==> config.mk <==
export PLATFORM = sky130hd
export DESIGN_NAME = matmul_seq
export DESIGN_NICKNAME = d
export VERILOG_FILES = /design/src/rtl/matmul_pkg.sv /design/src/rtl/matmul_addr_gen.sv /design/src/rtl/matmul_seq.sv
export SDC_FILE = /design/constraint.sdc
export NUM_CORES = 1
export LEC_CHECK = 0
export ABC_AREA = 1
export CORE_AREA = 2 2 129 131
export DETAILED_ROUTE_END_ITERATION = 12
export DIE_AREA = 0 0 131 133
export SLEW_MARGIN = 20
export SYNTH_ARGS = -nofsm -noshare
export SYNTH_HDL_FRONTEND = slang
export SYNTH_SLANG_ARGS = --single-unit
==> constraint.sdc <==
create_clock -name clk -period 4.5 [get_ports clk]
set_input_delay 0.675 -clock clk [delete_from_list [all_inputs] [get_ports clk]]
set_output_delay 0.675 -clock clk [all_outputs]
set_load 0.01 [all_outputs]
==> src/rtl/matmul_pkg.sv <==
// Shared constants, FSM state type and size clamp for the matmul sequencer.
// No logic of its own; the clamp is purely combinational.
// No flow control lives here.
package matmul_pkg;

    localparam int MAX_N  = 32;
    localparam int ADDR_W = 10;
    localparam int SIZE_W = 6;

    typedef enum logic [1:0] {
        ST_IDLE  = 2'd0,
        ST_RUN   = 2'd1,
        ST_FLUSH = 2'd2,
        ST_DONE  = 2'd3
    } state_t;

    // Requested dimensions beyond the largest supported one are treated as that maximum.
    function automatic logic [SIZE_W-1:0] clamp_size(input logic [SIZE_W-1:0] s,
                                                     input logic [SIZE_W-1:0] lim);
        return (s > lim) ? lim : s;
    endfunction

endpackage

==> src/rtl/matmul_addr_gen.sv <==
// i/j/k loop counters with incremental A/B/C element addresses (no multiplier).
// Addresses and flags reflect the current step; one step per cycle when step_i is high.
// No backpressure: the counters only move when the sequencer asserts step_i.
module matmul_addr_gen
    import matmul_pkg::*;
#(
    parameter int ADDR_W = matmul_pkg::ADDR_W
) (
    input  logic              clk,
    input  logic              rst_n,
    input  logic              load_i,
    input  logic [SIZE_W-1:0] size_i,
    input  logic              step_i,
    output logic [ADDR_W-1:0] a_addr_o,
    output logic [ADDR_W-1:0] b_addr_o,
    output logic [ADDR_W-1:0] c_addr_o,
    output logic              k_first_o,
    output logic              k_last_o,
    output logic              final_o
);

    logic [SIZE_W-1:0] n_q, i_q, j_q, k_q;
    logic [SIZE_W-1:0] n_m1;
    logic [ADDR_W-1:0] row_q;
    logic [ADDR_W-1:0] n_w;
    logic              j_last, i_last;

    assign n_m1      = n_q - SIZE_W'(1);
    assign n_w       = ADDR_W'(n_q);
    assign k_first_o = (k_q == '0);
    assign k_last_o  = (k_q == n_m1);
    assign j_last    = (j_q == n_m1);
    assign i_last    = (i_q == n_m1);
    assign final_o   = k_last_o & j_last & i_last;

    // Walk k fastest, then j, then i; A rows restart at row_q, B columns restart at j+1.
    always_ff @(posedge clk or negedge rst_n) begin
        if (!rst_n) begin
            n_q      <= '0;
            i_q      <= '0;
            j_q      <= '0;
            k_q      <= '0;
            row_q    <= '0;
            a_addr_o <= '0;
            b_addr_o <= '0;
            c_addr_o <= '0;
        end else if (load_i) begin
            n_q      <= size_i;
            i_q      <= '0;
            j_q      <= '0;
            k_q      <= '0;
            row_q    <= '0;
            a_addr_o <= '0;
            b_addr_o <= '0;
            c_addr_o <= '0;
        end else if (step_i) begin
            if (!k_last_o) begin
                k_q      <= k_q + SIZE_W'(1);
                a_addr_o <= a_addr_o + ADDR_W'(1);
                b_addr_o <= b_addr_o + n_w;
            end else begin
                k_q      <= '0;
                c_addr_o <= c_addr_o + ADDR_W'(1);
                if (!j_last) begin
                    j_q      <= j_q + SIZE_W'(1);
                    a_addr_o <= row_q;
                    b_addr_o <= ADDR_W'(j_q) + ADDR_W'(1);
                end else begin
                    j_q      <= '0;
                    i_q      <= i_last ? '0 : i_q + SIZE_W'(1);
                    row_q    <= row_q + n_w;
                    a_addr_o <= row_q + n_w;
                    b_addr_o <= '0;
                end
            end
        end
    end

endmodule

==> src/rtl/matmul_seq.sv <==
// Matrix-multiply sequencer: one A/B read per cycle, MAC control one cycle later, C write two later.
// Start to done_o is N^3+3 cycles; N==0 finishes in one cycle.
// No backpressure: start_i is only honoured in IDLE and ignored while busy or done.
module matmul_seq #(
    parameter int MAX_N  = matmul_pkg::MAX_N,
    parameter int ADDR_W = matmul_pkg::ADDR_W
) (
    input  logic                          clk,
    input  logic                          rst_n,
    input  logic                          start_i,
    input  logic [matmul_pkg::SIZE_W-1:0] size_i,
    output logic                          busy_o,
    output logic                          done_o,
    output logic [ADDR_W-1:0]             a_addr_o,
    output logic [ADDR_W-1:0]             b_addr_o,
    output logic                          rd_o,
    output logic                          mac_en_o,
    output logic                          mac_clr_o,
    output logic                          mac_last_o,
    output logic [ADDR_W-1:0]             c_addr_o,
    output logic                          c_we_o
);
    import matmul_pkg::*;

    state_t            state;
    logic [SIZE_W-1:0] size_c;
    logic              load;
    logic              k_first, k_last, final_step;
    logic [ADDR_W-1:0] gen_c_addr;
    logic [ADDR_W-1:0] c_addr_s1;

    assign size_c = clamp_size(size_i, SIZE_W'(MAX_N));
    assign load   = (state == ST_IDLE) && start_i;

    matmul_addr_gen #(.ADDR_W(ADDR_W)) u_addr_gen (
        .clk       (clk),
        .rst_n     (rst_n),
        .load_i    (load),
        .size_i    (size_c),
        .step_i    (rd_o),
        .a_addr_o  (a_addr_o),
        .b_addr_o  (b_addr_o),
        .c_addr_o  (gen_c_addr),
        .k_first_o (k_first),
        .k_last_o  (k_last),
        .final_o   (final_step)
    );

    // Control FSM with registered busy/done/read strobes.
    always_ff @(posedge clk or negedge rst_n) begin
        if (!rst_n) begin
            state  <= ST_IDLE;
            busy_o <= 1'b0;
            done_o <= 1'b0;
            rd_o   <= 1'b0;
        end else begin
            done_o <= 1'b0;
            case (state)
                ST_IDLE: begin
                    if (start_i) begin
                        if (size_c == '0) begin
                            state  <= ST_DONE;
                            done_o <= 1'b1;
                        end else begin
                            state  <= ST_RUN;
                            busy_o <= 1'b1;
                            rd_o   <= 1'b1;
                        end
                    end
                end
                ST_RUN: begin
                    if (final_step) begin
                        state <= ST_FLUSH;
                        rd_o  <= 1'b0;
                    end
                end
                ST_FLUSH: begin
                    // The final C write is the last thing in flight.
                    if (c_we_o) begin
                        state  <= ST_DONE;
                        busy_o <= 1'b0;
                        done_o <= 1'b1;
                    end
                end
                default: begin
                    state <= ST_IDLE;
                end
            endcase
        end
    end

    // Two-stage control pipeline: MAC control trails the read by one cycle, the C write by two.
    always_ff @(posedge clk or negedge rst_n) begin
        if (!rst_n) begin
            mac_en_o   <= 1'b0;
            mac_clr_o  <= 1'b0;
            mac_last_o <= 1'b0;
            c_addr_s1  <= '0;
            c_we_o     <= 1'b0;
            c_addr_o   <= '0;
        end else begin
            mac_en_o   <= rd_o;
            mac_clr_o  <= rd_o & k_first;
            mac_last_o <= rd_o & k_last;
            if (rd_o) begin
                c_addr_s1 <= gen_c_addr;
            end
            c_we_o <= mac_last_o;
            if (mac_last_o) begin
                c_addr_o <= c_addr_s1;
            end
        end
    end

endmodule

# After elaboration in Yosys (flattened, before gate mapping)
# Index checks and enable logic that the tools add are counted.
# classes
muxes	42
bitwise_logic	4
n_reduce_logical	14
n_addsub	9
eq_ne	9
n_lt_le_gt_ge	1
# op_table
operator	count
$mux 10	14
$mux 6	13
$add 10x1->10 const B	2
$add 10x6->10	2
$add 6x1->6 const B	3
$eq 6x6->1	3
$logic_not 6->1	2
$reduce_bool 2->1	5
$mux 2	4
$ne 2x2->1 const B	4
$reduce_and 4->1	2
$add 6x1->7 const B	1
$mux 1	7
$gt 6x6->1 const B	1
$pmux 1 s2	3
$pmux 2 s3	1
$reduce_and 3->1	2
$sub 6x1->6 const B	1
$and 1x1->1	4
$eq 2x1->1 const B	1
$eq 2x2->1 const B	1
$logic_not 2->1	1
$reduce_and 2->1	1
$logic_and 1x1->1	1
# totals
wordCells	97
reg_bits	93
out_inout_bits	37

# Longest topological paths before layout
# depth
word_depth	7
mapped_depth	17
depth_no_buf	16

# By module
# From an unflattened synthesis, not the netlist that was laid out.
# hier_totals
hier_cells	758
hier_area_um2	5765.5
# modules_own_cells
mod	cells_each	n_inst	seq_area_each_um2	area_per_inst_um2
matmul_addr_gen	609	1	1601.5	4481.8
matmul_seq	149	1	725.7	1283.7

# Worst setup path before layout
# OpenSTA, ideal clock, no wires.
# synth_timing
kind	reg2reg
startpoint	register u_addr_gen.n_q[0]
endpoint	register u_addr_gen.c_addr_o[5]
stages_incl_launch_ff	14
arrival_ns	2.016
t_required_ns	4.367
path_slack_ns	2.351
setup_ns	0.133
n_path_buf	2
cell_sequence	dfrtp_1 -> inv_2 -> buf_4 -> ha_1 -> xnor2_1 -> a21oi_2 -> nand2_1 -> nor2_1 -> nand3_1 -> nand2_1 -> nand2_2 -> buf_2 -> nand2_1 -> o31ai_1
# synth_via
elab_chain_cells	4
# synth_lines
item	line_no	text
from (decl)	matmul_addr_gen.sv:22	logic [SIZE_W-1:0] n_q, i_q, j_q, k_q;
from (signal assigned)	matmul_addr_gen.sv:48	n_q <= size_i;
$sub 6x1->6	matmul_addr_gen.sv:28	assign n_m1 = n_q - SIZE_W'(1);
$eq 6x6->1	matmul_addr_gen.sv:31	assign k_last_o = (k_q == n_m1);
$reduce_bool 2->1 (no line)	-	
$reduce_and 2->1 (no line)	-	
to (signal assigned)	matmul_addr_gen.sv:63	c_addr_o <= c_addr_o + ADDR_W'(1);
to (decl)	matmul_addr_gen.sv:16	output logic [ADDR_W-1:0] c_addr_o,
# Every way passes these cells.
# A chain may end at the register's enable or synchronous reset.

# Final worst setup path
# layout_timing
startpoint	register u_addr_gen.n_q[0]
endpoint	register state[0]
# layout_via
elab_chain_cells	6
# layout_lines
item	line_no	text
$sub 6x1->6 (*)	matmul_addr_gen.sv:28	
$eq 6x6->1 (on tied branches)	matmul_addr_gen.sv:31, matmul_addr_gen.sv:32	
$and 1x1->1	matmul_addr_gen.sv:34	assign final_o = k_last_o & j_last & i_last;
$and 1x1->1 (*)	matmul_addr_gen.sv:34	
$ne 2x2->1 (no line) (*)	-	
$reduce_and 3->1 (no line) (*)	-	
to (signal assigned)	matmul_seq.sv:52	state <= ST_IDLE;
to (signal assigned)	matmul_seq.sv:62	state <= ST_DONE;
to (signal assigned)	matmul_seq.sv:65	state <= ST_RUN;
to (decl)	matmul_seq.sv:25	state_t state;
# Every way passes the cells marked *; elsewhere a longest branch is shown, timed or not.

==> impl_metrics.toml <==
[floorplanning]
row_count = 47
fp.dieW_um = 131
die-height_um = 133
core_area_sq_mm = 0.0162
top_level_ports = 46
start_util_pct = 34.1
die_area_sq_mm = 0.0174

[logic_synthesis]
synth_compound_area_share_pct = 9.79
syn-cell-area_sq_mm = 0.00552
synthArstFlopShare_pct = 100
synth_xor_area_share_pct = 5.87
ys_types = 41
synth_warnings = 0
ys_seq_area_share_pct = 42.2
synth_edf_count = 0
synth_top_area_cell = "dfrtp_1"
ys_seq_elements = 93
synthAdderAreaFrac_pct = 5.94
synth_nets = 746
synthCells = 712
postSynthAreaPerCell_sq_um = 7.75
yosys_most_used_dff = "dfrtp_1"
synth_top_family_by_area = "simple AND/OR/NAND/NOR gates"
yosys.area_share.simple_pct = 28.7
yosys.area.top_type_share_pct = 42.2
synth_mux_area_share_pct = 0
synth.area.top_cells = "dfrtp_1 (42%), nand2_1 (14%), inv_1 (5.6%)"

[timing]
fin_crit_ns = 2.83
finalClockSkew_ns = 0.0100
finalCritPeriodShare_pct = 63.0
finalSetupTns_ns = 0
slew_headroom_pct = 33.8
slew_viol_final = 0
grt_setup_unrepaired = "false"
setup_viol = 0
timing.fmax_mhz = 353
hold_viol = 0
worst_pin_slew_ns = 0.993

[cts]
cts_setup_buffers = 0
clkTransAtPathRegs_ns = 0.08
cts_root_buffer = "clkbuf_16"
clk_path_buf_depth = 2
holdBufCountCts = 0
cts_tree = "yes"
clock_sinks = 93
clk_latency_ns = 0.36
htree_levels = 3
cts_resized = 0
cts_inserted_buffers = 9

[setup_path]
r2r-end = "state[0]"
critPathKind = "reg -> reg"
required_ns = 4.75
cp_top_family = "simple AND/OR/NAND/NOR gates"
cp_common_cell = "nand2_1"
cp_slowest_cell = "nor2_1"
crit_path_end_kind = "flip-flop"
arrival_ns = 3.09
cpPeakStageDelay_ns = 0.70
path_buf_inv = 2
crit_fanout = 12
startpoint_type = "flip-flop"
rrSetupSlack_ns = 1.67
worst-r2r-cell-count = 15
path_cells = "inv_2 > ha_1 > inv_1 > nand2_1 > nand2_1 > nand2_1 > nand2_1 > nor2_1 > nand3_1 > nor2_1 > nand3_1 > nand2_1 > nand2_1 > nand2_1 > nand2_1"
regToRegStartpoint = "u_addr_gen.n_q[0]"

[global_route]
grt_overflow_total = 0
grt_pass1_wl_mm = 22.6
antenna_found_initial = 0
first_global_vias = 4522
grt_use_total_pct = 16.5
grt_start_max_net_pins = 69

[place]
post-place-cells = 965
place_congestion = 0.897
dp_hpwl_mm = 9.89
port_buffers = 45

[layout]
multi_input_area_sq_mm = 0.00278
seq_area_sq_mm = 0.00233
final_util_pct = 40.1
synthToLayoutAreaGrowth_pct = 17.6
diodes = 0
final_cells = 981
nets = 790
fill_cells = 1661
drive_gt1_share_pct = 7.10

[power_and_ir_drop]
p_per_area_mw_per_mm2 = 590
vdd_drop_max_uv = 252
p_leak_nw = 3.08

[route]
vias = 4662
route.detailed.drc = 0
wl_per_cell_um = 13.8
antenna_left = 0
drtIter0Drc = 321
totalWireLength_mm = 13.5
drt_first_pass_iters = 5
vias_per_cell = 4.75

[min_path]
worstHoldPathType = "in -> async"

[outcome]
status = "finished, final reports clean"

[flow_run]
cap_violations = 0
registers in the layout, indices dropped and copies added, names as in the netlist:
name                 flops
u_addr_gen.row_q        10
mac_last_o               1
mac_en_o                 1
c_addr_s1               10
u_addr_gen.j_q           6
u_addr_gen.a_addr_o     10
busy_o                   1
mac_clr_o                1
u_addr_gen.k_q           6
u_addr_gen.c_addr_o     10
state                    2
c_we_o                   1
u_addr_gen.i_q           6
u_addr_gen.n_q           6
u_addr_gen.b_addr_o     10
c_addr_o                10
rd_o                     1
done_o                   1
logic make-up (layout without fill, tap and decap cells):
family / count (synthesis) / after routing
xor gates and xnor gates: 37 / 37
buffers and inverters: 103 / 152
and+or+nand+nor: 359 / 359
DFF: 93 / 93
adders and majority gates: 25 / 25
AOI/OAI and AO/OA: 95 / 95
power by group:
group,total (mW),switching [mW],internal (mW)
Clock,0.778,0.383,0.395
Sequential,1.28,0.236,1.04
Combinational,1.77,1.05,0.722
Total,3.83,1.67,2.16
routing by layer:
layer,share of wire [%],GRT usage (%),up-vias
met5,0,0,-
met4,1.7,4.31,0
met3,3.3,3.32,17
met2,50,27.6,83
met1,45,21.9,2173
li1,-,-,2389
Yosys cell counts (3+ instances only):
master      n
a21oi_1    22
a21oi_2     4
clkbuf_1    9
dfrtp_1    93
ha_1       23
inv_1      83
inv_2       4
nand2_1   207
nand2_2     8
nand2_4     3
nand3_1    52
nand3_2     3
nand4_1     9
nor2_1     52
nor2_2      3
nor3_1      9
o211ai_1    8
o21ai_0    43
o21ai_1     4
o22ai_1     5
o31ai_1     3
or2_2       4
xnor2_1    12
xor2_1     25
worst register-to-register path, stage by stage (launching register included):
cell and delay (ns):
dfrtp_1 0.46, inv_2 0.22, ha_1 0.29, inv_1 0.08, nand2_1 0.07, nand2_1 0.08
nand2_1 0.07, nand2_1 0.05, nor2_1 0.13, nand3_1 0.10, nor2_1 0.70, nand3_1 0.15
nand2_1 0.14, nand2_1 0.08, nand2_1 0.07, nand2_1 0.05
stage by stage:
step / total power [mW] / hold WS, ns / worst slack (ns) / cell area [sq um]
floorplan: 2.49 / 0.379 / 2.35 / 5520
global placement: 3.07 / 0.459 / 1.44 / 6180
detailed placement: 3.08 / 0.471 / 1.40 / 6180
CTS: 3.87 / 0.481 / 1.66 / 6490
global route: 4.15 / 0.515 / 1.38 / 6490
finish: 3.83 / 0.439 / 1.67 / 6490
worst max path at each step:
stage | cells after the start | start | to | slack [ns]
floorplan | 13 | u_addr_gen.n_q[0] | u_addr_gen.c_addr_o[5] | 2.35
global placement | 8 | start_i | u_addr_gen.a_addr_o[2] | 1.44
detailed placement | 8 | start_i | u_addr_gen.a_addr_o[6] | 1.40
CTS | 15 | u_addr_gen.n_q[0] | state[0] | 1.66
global route | 15 | u_addr_gen.n_q[0] | state[0] | 1.38
finish | 15 | u_addr_gen.n_q[0] | state[0] | 1.67
placed cells by master, fill, tap and decap left out, types with 2 or more instances in the layout:
cell and count:
nand3_2 3, ha_1 23, xnor2_1 12, inv_2 4, a21oi_2 4, nand3b_1 2
or2_2 4, o21ai_1 4, inv_8 2, o31ai_1 3, inv_1 83, nand2_4 3
clkbuf_16 9, clkinv_8 2, nor4_1 2, nor2_2 3, nand2_1 207, o22ai_1 5
nand4_1 9, nand2_2 8, nand3_1 52, a21o_1 2, nor3_1 9, nor2_1 52
fa_1 2, a21oi_1 22, dfrtp_1 93, o211ai_1 8, clkdlybuf4s50_1 44, buf_4 4
xor2_1 25, o21ai_0 43
cell type report:
class	instances	area share, %
clock buffers	9	3.47
well taps	220	4.24
inverters	88	5.11
flip-flops and latches	93	35.9
clock inverters	7	1.23
repair buffers	48	7.25
multi-input cells	516	42.8
Note: power is estimated with default switching activity, not from simulation.
